===== src/rtl/amm_copy_pkg.sv =====
`default_nettype none
// ============================================================================
//  Module   : amm_copy_pkg
//  Purpose  : Shared types and constants for the Avalon-MM word-copy engine:
//             FSM state encoding, CSR word indices, CTRL/STATUS bit positions
//             and the read-only identification value.
//  Ports    : none (package)
//  Revision : 1.0 - initial release
// ============================================================================
package amm_copy_pkg;

   typedef enum logic [2:0] {
      ST_IDLE    = 3'd0,
      ST_RD_REQ  = 3'd1,
      ST_RD_WAIT = 3'd2,
      ST_WR_REQ  = 3'd3,
      ST_FINISH  = 3'd4
   } state_t;

   // CSR word indices
   localparam int unsigned CSR_CTRL       = 0;
   localparam int unsigned CSR_STATUS     = 1;
   localparam int unsigned CSR_SRC        = 2;
   localparam int unsigned CSR_DST        = 3;
   localparam int unsigned CSR_LENGTH     = 4;
   localparam int unsigned CSR_WORDS_DONE = 5;
   localparam int unsigned CSR_IRQ_CLR    = 6;
   localparam int unsigned CSR_ID         = 7;

   // CTRL bit positions
   localparam int unsigned CTRL_START_BIT  = 0;
   localparam int unsigned CTRL_ABORT_BIT  = 1;
   localparam int unsigned CTRL_IRQ_EN_BIT = 2;

   // STATUS bit positions
   localparam int unsigned STAT_BUSY_BIT    = 0;
   localparam int unsigned STAT_DONE_BIT    = 1;
   localparam int unsigned STAT_ABORTED_BIT = 2;

   localparam logic [31:0] ID_VALUE = 32'hC0DE_0001;

endpackage : amm_copy_pkg
`default_nettype wire


===== src/rtl/amm_copy_csr.sv =====
`default_nettype none
// ============================================================================
//  Module   : amm_copy_csr
//  Purpose  : Avalon-MM slave register file of the copy engine. Holds the
//             programmable SRC/DST/LENGTH/IRQ_EN registers, turns START and
//             ABORT writes into one-cycle pulses, keeps the DONE/ABORTED
//             sticky status bits and drives the registered read data.
//  Ports    : clk, reset_n           - clock, async active-low reset
//             slave_*                - CSR slave interface
//             busy_i                 - engine is not idle
//             set_done_i/aborted_i   - completion events from the engine
//             words_done_i           - progress counter for readback
//             start_o/abort_o        - one-cycle command pulses
//             irq_o                  - level interrupt
//             src_o/dst_o/length_o   - programmed transfer descriptor
//  Revision : 1.0 - initial release
// ============================================================================
module amm_copy_csr
   import amm_copy_pkg::*;
#(
   parameter int MASTER_ADDRESSWIDTH = 26,
   parameter int SLAVE_ADDRESSWIDTH  = 3,
   parameter int DATAWIDTH           = 32,
   parameter int LENWIDTH            = 16
) (
   input  logic                           clk,
   input  logic                           reset_n,
   input  logic [SLAVE_ADDRESSWIDTH-1:0]  slave_address,
   input  logic [DATAWIDTH-1:0]           slave_writedata,
   input  logic                           slave_write,
   input  logic                           slave_read,
   input  logic                           slave_chipselect,
   output logic [DATAWIDTH-1:0]           slave_readdata,
   input  logic                           busy_i,
   input  logic                           set_done_i,
   input  logic                           set_aborted_i,
   input  logic [LENWIDTH-1:0]            words_done_i,
   output logic                           start_o,
   output logic                           abort_o,
   output logic                           irq_o,
   output logic [MASTER_ADDRESSWIDTH-1:0] src_o,
   output logic [MASTER_ADDRESSWIDTH-1:0] dst_o,
   output logic [LENWIDTH-1:0]            length_o
);

   logic                           start_q, abort_q, irq_en_q, done_q, aborted_q;
   logic [MASTER_ADDRESSWIDTH-1:0] src_q, dst_q;
   logic [LENWIDTH-1:0]            length_q;
   logic [DATAWIDTH-1:0]           readdata_q, readdata_d;

   logic w_wr, w_rd, w_wr_ctrl, w_wr_src, w_wr_dst, w_wr_len, w_wr_clr;
   logic w_start_accepted;
   logic w_unused_wdata;

   assign w_wr      = slave_chipselect & slave_write;
   assign w_rd      = slave_chipselect & slave_read;
   assign w_wr_ctrl = w_wr && (slave_address == SLAVE_ADDRESSWIDTH'(CSR_CTRL));
   assign w_wr_src  = w_wr && (slave_address == SLAVE_ADDRESSWIDTH'(CSR_SRC));
   assign w_wr_dst  = w_wr && (slave_address == SLAVE_ADDRESSWIDTH'(CSR_DST));
   assign w_wr_len  = w_wr && (slave_address == SLAVE_ADDRESSWIDTH'(CSR_LENGTH));
   assign w_wr_clr  = w_wr && (slave_address == SLAVE_ADDRESSWIDTH'(CSR_IRQ_CLR));

   // The engine only acts on a START pulse while idle; the status clear
   // must follow the same rule so a rejected START leaves status intact.
   assign w_start_accepted = start_q & ~busy_i;

   // Upper write-data bits have no destination in some registers.
   assign w_unused_wdata = ^slave_writedata;

   always_ff @(posedge clk or negedge reset_n) begin
      if (!reset_n) begin
         start_q    <= 1'b0;
         abort_q    <= 1'b0;
         irq_en_q   <= 1'b0;
         done_q     <= 1'b0;
         aborted_q  <= 1'b0;
         src_q      <= '0;
         dst_q      <= '0;
         length_q   <= '0;
         readdata_q <= '0;
      end else begin
         start_q <= w_wr_ctrl & slave_writedata[CTRL_START_BIT];
         abort_q <= w_wr_ctrl & slave_writedata[CTRL_ABORT_BIT];
         if (w_wr_ctrl) irq_en_q <= slave_writedata[CTRL_IRQ_EN_BIT];

         if (w_wr_src && !busy_i) src_q    <= slave_writedata[MASTER_ADDRESSWIDTH-1:0];
         if (w_wr_dst && !busy_i) dst_q    <= slave_writedata[MASTER_ADDRESSWIDTH-1:0];
         if (w_wr_len && !busy_i) length_q <= slave_writedata[LENWIDTH-1:0];

         // Engine-side set wins over a simultaneous host clear.
         if (set_done_i)                        done_q <= 1'b1;
         else if (w_wr_clr || w_start_accepted) done_q <= 1'b0;

         if (set_aborted_i)                     aborted_q <= 1'b1;
         else if (w_wr_clr || w_start_accepted) aborted_q <= 1'b0;

         if (w_rd) readdata_q <= readdata_d;
      end
   end

   always_comb begin
      readdata_d = '0;
      case (slave_address)
         SLAVE_ADDRESSWIDTH'(CSR_CTRL):       readdata_d[CTRL_IRQ_EN_BIT] = irq_en_q;
         SLAVE_ADDRESSWIDTH'(CSR_STATUS): begin
            readdata_d[STAT_BUSY_BIT]    = busy_i;
            readdata_d[STAT_DONE_BIT]    = done_q;
            readdata_d[STAT_ABORTED_BIT] = aborted_q;
         end
         SLAVE_ADDRESSWIDTH'(CSR_SRC):        readdata_d = DATAWIDTH'(src_q);
         SLAVE_ADDRESSWIDTH'(CSR_DST):        readdata_d = DATAWIDTH'(dst_q);
         SLAVE_ADDRESSWIDTH'(CSR_LENGTH):     readdata_d = DATAWIDTH'(length_q);
         SLAVE_ADDRESSWIDTH'(CSR_WORDS_DONE): readdata_d = DATAWIDTH'(words_done_i);
         SLAVE_ADDRESSWIDTH'(CSR_ID):         readdata_d = DATAWIDTH'(ID_VALUE);
         default:                             readdata_d = '0;
      endcase
   end

   assign slave_readdata = readdata_q;
   assign start_o        = start_q;
   assign abort_o        = abort_q;
   assign irq_o          = (done_q | aborted_q) & irq_en_q;
   assign src_o          = src_q;
   assign dst_o          = dst_q;
   assign length_o       = length_q;

endmodule : amm_copy_csr
`default_nettype wire


===== src/rtl/amm_copy_engine.sv =====
`default_nettype none
// ============================================================================
//  Module   : amm_copy_engine
//  Purpose  : CSR-programmed word-copy controller. Reads LENGTH words from
//             SRC over an Avalon-MM master and writes them to DST, one word
//             in flight at a time, then raises a level interrupt.
//  Ports    : clk, reset_n  - clock, async active-low reset
//             slave_*       - CSR window (see amm_copy_csr)
//             master_*      - Avalon-MM master (read/write, waitrequest,
//                             readdatavalid)
//             irq           - (DONE | ABORTED) & IRQ_EN
//             busy          - FSM not in IDLE
//  Revision : 1.0 - initial release
// ============================================================================
module amm_copy_engine
   import amm_copy_pkg::*;
#(
   parameter int MASTER_ADDRESSWIDTH = 26,
   parameter int SLAVE_ADDRESSWIDTH  = 3,
   parameter int DATAWIDTH           = 32,
   parameter int LENWIDTH            = 16
) (
   input  logic                           clk,
   input  logic                           reset_n,
   input  logic [SLAVE_ADDRESSWIDTH-1:0]  slave_address,
   input  logic [DATAWIDTH-1:0]           slave_writedata,
   input  logic                           slave_write,
   input  logic                           slave_read,
   input  logic                           slave_chipselect,
   output logic [DATAWIDTH-1:0]           slave_readdata,
   output logic [MASTER_ADDRESSWIDTH-1:0] master_address,
   output logic [DATAWIDTH-1:0]           master_writedata,
   output logic                           master_write,
   output logic                           master_read,
   input  logic [DATAWIDTH-1:0]           master_readdata,
   input  logic                           master_readdatavalid,
   input  logic                           master_waitrequest,
   output logic                           irq,
   output logic                           busy
);

   localparam logic [MASTER_ADDRESSWIDTH-1:0] c_STRIDE = MASTER_ADDRESSWIDTH'(DATAWIDTH / 8);

   state_t                         state_q, state_d;
   logic [MASTER_ADDRESSWIDTH-1:0] cur_src_q, cur_src_d, cur_dst_q, cur_dst_d;
   logic [LENWIDTH-1:0]            remaining_q, remaining_d;
   logic [LENWIDTH-1:0]            words_done_q, words_done_d;
   logic [DATAWIDTH-1:0]           data_q, data_d;
   logic                           abort_pend_q, abort_pend_d;

   logic                           w_start, w_abort, w_busy, w_set_done, w_set_aborted;
   logic [MASTER_ADDRESSWIDTH-1:0] w_src, w_dst;
   logic [LENWIDTH-1:0]            w_length;

   assign w_busy = (state_q != ST_IDLE);

   amm_copy_csr #(
      .MASTER_ADDRESSWIDTH (MASTER_ADDRESSWIDTH),
      .SLAVE_ADDRESSWIDTH  (SLAVE_ADDRESSWIDTH),
      .DATAWIDTH           (DATAWIDTH),
      .LENWIDTH            (LENWIDTH)
   ) u_csr (
      .clk              (clk),
      .reset_n          (reset_n),
      .slave_address    (slave_address),
      .slave_writedata  (slave_writedata),
      .slave_write      (slave_write),
      .slave_read       (slave_read),
      .slave_chipselect (slave_chipselect),
      .slave_readdata   (slave_readdata),
      .busy_i           (w_busy),
      .set_done_i       (w_set_done),
      .set_aborted_i    (w_set_aborted),
      .words_done_i     (words_done_q),
      .start_o          (w_start),
      .abort_o          (w_abort),
      .irq_o            (irq),
      .src_o            (w_src),
      .dst_o            (w_dst),
      .length_o         (w_length)
   );

   always_comb begin
      state_d       = state_q;
      cur_src_d     = cur_src_q;
      cur_dst_d     = cur_dst_q;
      remaining_d   = remaining_q;
      words_done_d  = words_done_q;
      data_d        = data_q;
      abort_pend_d  = abort_pend_q;
      w_set_done    = 1'b0;
      w_set_aborted = 1'b0;

      // An abort is only remembered here; it takes effect at the next
      // word boundary so no bus handshake is ever cut short.
      if (w_abort && w_busy) abort_pend_d = 1'b1;

      case (state_q)
         ST_IDLE: begin
            if (w_start) begin
               cur_src_d    = w_src;
               cur_dst_d    = w_dst;
               remaining_d  = w_length;
               words_done_d = '0;
               state_d      = (w_length == '0) ? ST_FINISH : ST_RD_REQ;
            end
         end
         ST_RD_REQ: begin
            if (!master_waitrequest) state_d = ST_RD_WAIT;
         end
         ST_RD_WAIT: begin
            if (master_readdatavalid) begin
               data_d  = master_readdata;
               state_d = ST_WR_REQ;
            end
         end
         ST_WR_REQ: begin
            if (!master_waitrequest) begin
               cur_src_d    = cur_src_q + c_STRIDE;
               cur_dst_d    = cur_dst_q + c_STRIDE;
               remaining_d  = remaining_q - 1'b1;
               words_done_d = words_done_q + 1'b1;
               if (remaining_q == LENWIDTH'(1)) begin
                  // An abort arriving with the final word is too late:
                  // the transfer has completed, so report DONE.
                  abort_pend_d = abort_pend_q;
                  state_d      = ST_FINISH;
               end else if (abort_pend_q || w_abort) begin
                  state_d = ST_FINISH;
               end else begin
                  state_d = ST_RD_REQ;
               end
            end
         end
         ST_FINISH: begin
            w_set_aborted = abort_pend_q;
            w_set_done    = ~abort_pend_q;
            abort_pend_d  = 1'b0;
            state_d       = ST_IDLE;
         end
         default: state_d = ST_IDLE;
      endcase
   end

   always_ff @(posedge clk or negedge reset_n) begin
      if (!reset_n) begin
         state_q      <= ST_IDLE;
         cur_src_q    <= '0;
         cur_dst_q    <= '0;
         remaining_q  <= '0;
         words_done_q <= '0;
         data_q       <= '0;
         abort_pend_q <= 1'b0;
      end else begin
         state_q      <= state_d;
         cur_src_q    <= cur_src_d;
         cur_dst_q    <= cur_dst_d;
         remaining_q  <= remaining_d;
         words_done_q <= words_done_d;
         data_q       <= data_d;
         abort_pend_q <= abort_pend_d;
      end
   end

   // Requests decode straight from the state register, so they drop the
   // moment reset is asserted and are never both high.
   assign master_read      = (state_q == ST_RD_REQ);
   assign master_write     = (state_q == ST_WR_REQ);
   assign master_address   = (state_q == ST_RD_REQ) ? cur_src_q :
                             (state_q == ST_WR_REQ) ? cur_dst_q : '0;
   assign master_writedata = data_q;
   assign busy             = w_busy;

endmodule : amm_copy_engine
`default_nettype wire


===== config.mk =====
export PLATFORM = sky130hd
export DESIGN_NAME = amm_copy_engine
export DESIGN_NICKNAME = d
export VERILOG_FILES = /design/src/rtl/amm_copy_pkg.sv /design/src/rtl/amm_copy_csr.sv /design/src/rtl/amm_copy_engine.sv
export SDC_FILE = /design/constraint.sdc
export NUM_CORES = 1
export LEC_CHECK = 0
export CAP_MARGIN = 20
export CORE_UTILIZATION = 49
export DETAILED_ROUTE_END_ITERATION = 10
export MAX_ROUTING_LAYER = met4
export PLACE_DENSITY = 0.78
export SLEW_MARGIN = 30
export SYNTH_ARGS = -nofsm -noshare
export SYNTH_HDL_FRONTEND = slang
export SYNTH_HIERARCHICAL = 1
export SYNTH_SLANG_ARGS = --single-unit

===== constraint.sdc =====
create_clock -name clk -period 2.1 [get_ports clk]
set_input_delay 0.21 -clock clk [delete_from_list [all_inputs] [get_ports clk]]
set_output_delay 0.21 -clock clk [all_outputs]
set_load 0.02 [all_outputs]

==> impl_metrics.ini, run 1 <==
[outcome]
status = finished with violations
violations = negative setup slack

[timing]
fin_crit_sh_pct = 104.8
timing.fmax_ghz = 0.4544
rsz0062_at_grt = true
fin_setup_tns_ns = -0.2009
finalWorstSetupSlack_ns = -0.1009
clock_skew_ns = 0.02028
hold_viol_final = 0
drv_slew = 0
setup_viol_count_final = 3
worstMarginPinSlew_ns = 0.7345
min_period_ns = 2.201
relSlewSlack_pct = 50.98

[synthesis]
seq_area_frac_synth_pct = 49.11
synthArstFlopShare_pct = 100.0
synthTopCellsByArea = dfrtp_1 49%, mux2_2 8.1%, mux2i_1 4.4%
synthCells = 1085
synth.distinct_cells = 65
synth_edf_count = 0
synth.avg_cell_area_um2 = 10.33
ys_seq_elements = 220
synth_flop_cell = dfrtp_1
synth_top_area_cell = dfrtp_1
synth_most_common_cell = dfrtp_1
synth_top_area_share_pct = 49.11
syn_area_um2 = 11210
synth_common_cells = 220 x dfrtp_1, 98 x nor2_1, 81 x mux2_2
yosys_warnings = 6

[detailed_routing]
avgViaCountPerCell = 6.256
drc = 0
first_pass_iters = 6
routed_wl_mm = 34.11
postRouteAntennaNets = 0
drt-wirelength-per-cell_um = 21.70
dr.first_iter.drc_count = 1082
vias = 9834

[layout]
nNetsFinal = 1354
antenna_cells = 0
drive_above_1_share_pct = 23.30
area_delta_synth_final_pct = 30.70
filler_cell_count = 1642
seqCellArea_um2 = 5509
post-route-util_pct = 66.12
multiInputGateArea_um2 = 5535

[floorplan]
dieHeight_um = 153.3
rows = 54
start_util_pct = 50.59
die_x_um = 153.3
core_um2 = 22160
dieArea_um2 = 23490
io_pins = 168

[global_route]
grt_max_degree = 66
grt_pass1_vias = 9587
grt_overflow = 0
grt_pass1_wl_mm = 52.80
grt_usage_pct = 29.14
antenna_found_initial = 0

[clock_network]
cts_sinks = 220
path_clk_slew_ns = 0.06
clkLatencyLatePin_ns = 0.53
root_buffer = clkbuf_16
htreeDepth = 1
cts_inserted_buffers = 24
cts_tree = built
clk_path_buf_depth = 3

[power_and_ir_drop]
internal_power_w = 0.01304
peakVddDrop_v = 0.0007285
clkPwrFrac_pct = 21.4
swShare_pct = 38.50
combPwrFrac_pct = 40.6
power_switching_w = 0.008164
pwr_density_cell_nw_per_um2 = 1447
leakage_nw = 6.300
seqPwrFrac_pct = 38.1

[flow_run]
maxCapViolCount = 0

[critical_path]
end_kind = flip-flop
cp_data_required_time_ns = 2.52
worstSetupPathType = reg2reg
crit_slowest_cell = or4_4
max_stage_delay_ns = 0.55
arrival_ns = 2.62
path_max_fanout = 2
critPathLaunchType = flip-flop
worstPathCellList = or4_4, or4_4, or3_4, o22a_1, o22a_1

[place]
dp_hpwl_mm = 22.08
gp_congestion = 0.9047
numPortBuffers = 157

[hold_path]
hold_path.class = in2reg
[state kept, by name, summed over array words and instances (netlist names)]
name	count
abort_pend_q	1
cur_dst_q	26
cur_src_q	26
master_writedata	32
remaining_q	16
state_q	3
u_csr/abort_o	1
u_csr/aborted_q	1
u_csr/done_q	1
u_csr/dst_o	26
u_csr/irq_en_q	1
u_csr/length_o	16
u_csr/slave_readdata	27
u_csr/src_o	26
u_csr/start_o	1
words_done_q	16
[per-stage QoR]
step	hold WS, ns	area (µm²)	total power (W)	worst slack [ns]	instances
floorplan	-0.08559	11230	0.01231	-0.1490	1088
global placement	0.1877	13500	0.01561	-0.1043	1512
detailed placement	0.1829	13500	0.01589	-0.1823	1512
CTS	0.1879	14500	0.02075	-0.09325	1561
global route	0.2239	14650	0.02222	-0.1478	1572
finish	0.2020	14650	0.02121	-0.1009	1572
[worst max-delay path: cells and delay by family, from the launching register on]
family,cells,cell delay [ns]
compound gates,2,0.37
flops,1,0.38
simple gates,3,1.34
[what timing repair did]
item | in CTS | in global routing
gates cloned | 1 | 2
setup buffers | 4 | 9
resized for setup | 77 | 64
hold buffers | 1 | 0
endpoints found under the setup margin | 36 | 69
pin swaps | 1 | 4
endpoints found under the hold margin | 55 | 0
[worst paths after layout]
path	to	start	cells past startpoint	slack, ns
setup / recovery	remaining_q[9]$_DFFE_PN0P_	remaining_q[0]$_DFFE_PN0P_	5	-0.10
hold / removal	u_csr/abort_o$_DFF_PN0_	slave_address[0]	4	0.20
setup reg to reg	remaining_q[9]$_DFFE_PN0P_	remaining_q[0]$_DFFE_PN0P_	5	-0.10
hold reg to reg	u_csr/slave_readdata[19]$_DFFE_PN0P_	u_csr/slave_readdata[19]$_DFFE_PN0P_	2	0.48
max in group asynchronous	u_csr/src_o[16]$_DFFE_PN0P_	reset_n	3	1.14
min in group asynchronous	u_csr/slave_readdata[1]$_DFFE_PN0P_	reset_n	2	0.21
[cell families after synthesis]
logic type	Yosys count	synth area share, %
AND/OR/NAND/NOR	338	15.13
AO/OA/AOI/OAI	264	14.96
flip-flops	220	49.11
multiplexers	152	15.39
buffers and inverters	91	3.728
XOR/XNOR	14	1.094
adder cells (fa/ha/maj)	5	0.5580
other	1	0.03345
[metal layers]
| metal | GRT usage [%] | up-vias | wire length, µm | part of all wire, % |
|---|---|---|---|---|
| met3 | 4.678 | 70 | 2943 | 8.6 |
| met4 | 7.840 | 0 | 811 | 2.4 |
| met5 | - | - | 0 | 0 |
| met1 | 38.48 | 4887 | 13850 | 41 |
| met2 | 46.62 | 503 | 16500 | 48 |
| li1 | - | 4374 | - | - |
[final cells by class]
| type | instances | area share (%) |
|---|---|---|
| clock inverter | 12 | 1.204 |
| multi-input combinational | 778 | 37.78 |
| inverter | 9 | 0.2306 |
| tap | 280 | 2.391 |
| timing repair buffer | 242 | 16.18 |
| clock buffer | 31 | 4.620 |
| sequential | 220 | 37.60 |
[cells in the final DEF (no fill, tap or decap), types with 20 or more instances in the layout]
master | synthesis | routed
mux2_4 | 20 | 20
mux2_2 | 81 | 81
dfrtp_1 | 220 | 217
nand4_1 | 20 | 20
buf_4 | 5 | 65
a21oi_1 | 78 | 78
mux2i_1 | 49 | 39
clkdlybuf4s50_1 | 0 | 126
clkbuf_16 | 0 | 25
o21ai_0 | 61 | 59
o22ai_1 | 24 | 24
nand3_1 | 42 | 42
nand2_1 | 74 | 71
nor2_1 | 98 | 96
[power by group through the flow]
stage                     registers, W  logic [W]  clock network [W]
final                          0.00807    0.00860            0.00453
after global routing           0.00826    0.00920            0.00475
after CTS                      0.00790    0.00828            0.00458
after detailed placement       0.00790    0.00798                  0
after global placement         0.00781    0.00780                  0
after floorplan                0.00768    0.00463                  0
Note: power is estimated with default switching activity, not from simulation.
==> run 2, diff against run 1 <==
Settings changed: CORE_UTILIZATION 49 to 50, PLACE_DENSITY 0.78 to 0.79, SYNTH_HIERARCHICAL 1 to not set.
==> impl_metrics.ini, run 2 <==
[critical_path]
max_stage_delay_ns = 0.49
worstSetupPathType = reg2out
path_max_fanout = 8
arrival_ns = 1.90
worstPathCellList = nand3b_1, inv_2, buf_4, dlygate4sd2_1
end_kind = output pin
crit_slowest_cell = dfrtp_2
cp_data_required_time_ns = 1.89
critPathLaunchType = flip-flop

[power_and_ir_drop]
swShare_pct = 38.98
combPwrFrac_pct = 39.8
power_switching_w = 0.007735
clkPwrFrac_pct = 20.7
internal_power_w = 0.01211
pwr_density_cell_nw_per_um2 = 1351
seqPwrFrac_pct = 39.5
leakage_nw = 6.281
peakVddDrop_v = 0.0007542

[global_route]
grt_max_degree = 77
grt_usage_pct = 30.27
antenna_found_initial = 0
grt_pass1_vias = 9900
grt_overflow = 0
grt_pass1_wl_mm = 54.67

[layout]
nNetsFinal = 1396
antenna_cells = 0
design_area_um2 = 14690
drive_above_1_share_pct = 22.22
layout_common_cells = 217 x dfrtp_1, 127 x clkdlybuf4s50_1, 102 x mux2_2
final_common_cell = dfrtp_1
multiInputGateArea_um2 = 5629
post-route-util_pct = 65.07
filler_cell_count = 1769
area_delta_synth_final_pct = 27.75
largest_reg_flops = 32
seqCellArea_um2 = 5509

[place]
gp_congestion = 0.9324
dp_hpwl_mm = 24.14
place_ws_ns = -0.02272
place_area_um2 = 13780
numPortBuffers = 157

[timing]
finalWorstSetupSlack_ns = -0.01437
hold_viol_final = 0
setup_viol_count_final = 3
clock_skew_ns = 0.01644
fin_setup_tns_ns = -0.02669
worstMarginPinSlew_ns = 0.6352
min_period_ns = 2.114
relSlewSlack_pct = 57.50
rsz0062_at_grt = true
timing.fmax_ghz = 0.4730
fin_crit_sh_pct = 100.7
drv_slew = 0

[clock_network]
cts_tree = built
clkLatencyLatePin_ns = 0.53
htreeDepth = 1
cts_inserted_buffers = 24
cts_sinks = 220
clk_path_buf_depth = 3
root_buffer = clkbuf_16
path_clk_slew_ns = 0.06

[floorplan]
dieArea_um2 = 23600
die_x_um = 153.6
start_util_pct = 50.93
core_um2 = 22570
rows = 55
dieHeight_um = 153.6
io_pins = 168

[synthesis]
seq_area_frac_synth_pct = 47.89
synthArstFlopShare_pct = 100.0
synth.avg_cell_area_um2 = 10.26
synthTopCellsByArea = dfrtp_1 48%, mux2_2 10%, mux2i_1 3.7%
synth_edf_count = 0
syn_area_um2 = 11500
synth_top_area_share_pct = 47.89
ys_seq_elements = 220
synth_flop_cell = dfrtp_1
synth_top_area_cell = dfrtp_1
synth.distinct_cells = 78
synth_most_common_cell = dfrtp_1
yosys_warnings = 0
synth_common_cells = 220 x dfrtp_1, 102 x mux2_2, 89 x nand2_1
synthCells = 1120

[detailed_routing]
avgViaCountPerCell = 6.390
first_pass_iters = 5
dr.first_iter.drc_count = 1167
postRouteAntennaNets = 0
drc = 0
drt-wirelength-per-cell_um = 21.91
routed_wl_mm = 35.43
vias = 10332

[outcome]
violations = negative setup slack
status = finished with violations

[hold_path]
hold_path.class = in2async

[flow_run]
maxCapViolCount = 0
[run 2: power groups by stage]
stage / Clock, W / Combinational (W) / Sequential (W)
floorplan: 0 / 0.00439 / 0.00757
global placement: 0 / 0.00732 / 0.00767
detailed placement: 0 / 0.00753 / 0.00775
CTS: 0.00415 / 0.00769 / 0.00772
global route: 0.00429 / 0.00849 / 0.00802
finish: 0.00410 / 0.00790 / 0.00784
[run 2: stage by stage]
| stage | hold slack [ns] | cells | power [W] |
|---|---|---|---|
| finish | 0.2470 | 1617 | 0.01984 |
| global route | 0.2916 | 1617 | 0.02080 |
| CTS | 0.2689 | 1609 | 0.01956 |
| detailed placement | 0.2275 | 1561 | 0.01529 |
| global placement | 0.2221 | 1561 | 0.01498 |
| floorplan | -0.08559 | 1123 | 0.01196 |
[run 2: path summary, 6_finish.rpt]
path	slack, ns	depth (start not counted)	startpoint	end
max in group asynchronous	1.18	3	reset_n	u_csr.slave_readdata[22]$_DFFE_PN0P_
worst max-delay path	-0.01	4	state_q[2]$_DFFE_PN0P_	master_write
worst min-delay path	0.25	2	reset_n	master_writedata[21]$_DFFE_PN0P_
worst min register to register	0.48	2	u_csr.slave_readdata[20]$_DFFE_PN0P_	u_csr.slave_readdata[20]$_DFFE_PN0P_
worst max register to register	-0.01	7	state_q[2]$_DFFE_PN0P_	cur_dst_q[9]$_DFFE_PN0P_
min in group clk	0.29	2	master_readdata[30]	master_writedata[30]$_DFFE_PN0P_
[run 2: routing by layer]
metal	vias up	GRT usage [%]	wire length (µm)
met5	-	-	0
met4	0	10.43	1245
met3	105	4.115	3102
met2	586	47.64	16770
met1	5055	40.34	14310
li1	4586	-	-
[run 2: kinds of logic after synthesis]
logic type      after synthesis  synth area share [%]
simple gates                351                 15.86
compound gates              287                 17.20
flops                       220                 47.89
mux                         145                 13.74
buf+inv                     103                 4.136
xor+xnor                      8                0.6094
fa+ha+maj                     5                0.5442
other cells                   1               0.03262
[run 2: worst max-delay path: cells and delay by family, from the launching register on]
kind / cells / cell delay, ns
buffers and inverters: 3 / 0.62
flip-flops: 1 / 0.49
AND/OR/NAND/NOR: 1 / 0.28
[run 2: final cells by class]
cell class / instances / area share, %
clock buffer: 36 / 4.941
inverter: 15 / 0.3834
multi-input combinational: 800 / 38.33
tap: 285 / 2.428
clock inverter: 5 / 0.2471
timing repair buffer: 256 / 16.16
sequential: 220 / 37.51
[run 2: what timing repair did]
| item | CTS | global route |
|---|---|---|
| cloned | 0 | 1 |
| endpoints found under the setup margin | 69 | 122 |
| gates resized for setup | 45 | 62 |
| pin swaps | 0 | 3 |
| endpoints found under the hold margin | 65 | 0 |
| hold buffers | 1 | 0 |
| setup buffers | 6 | 7 |
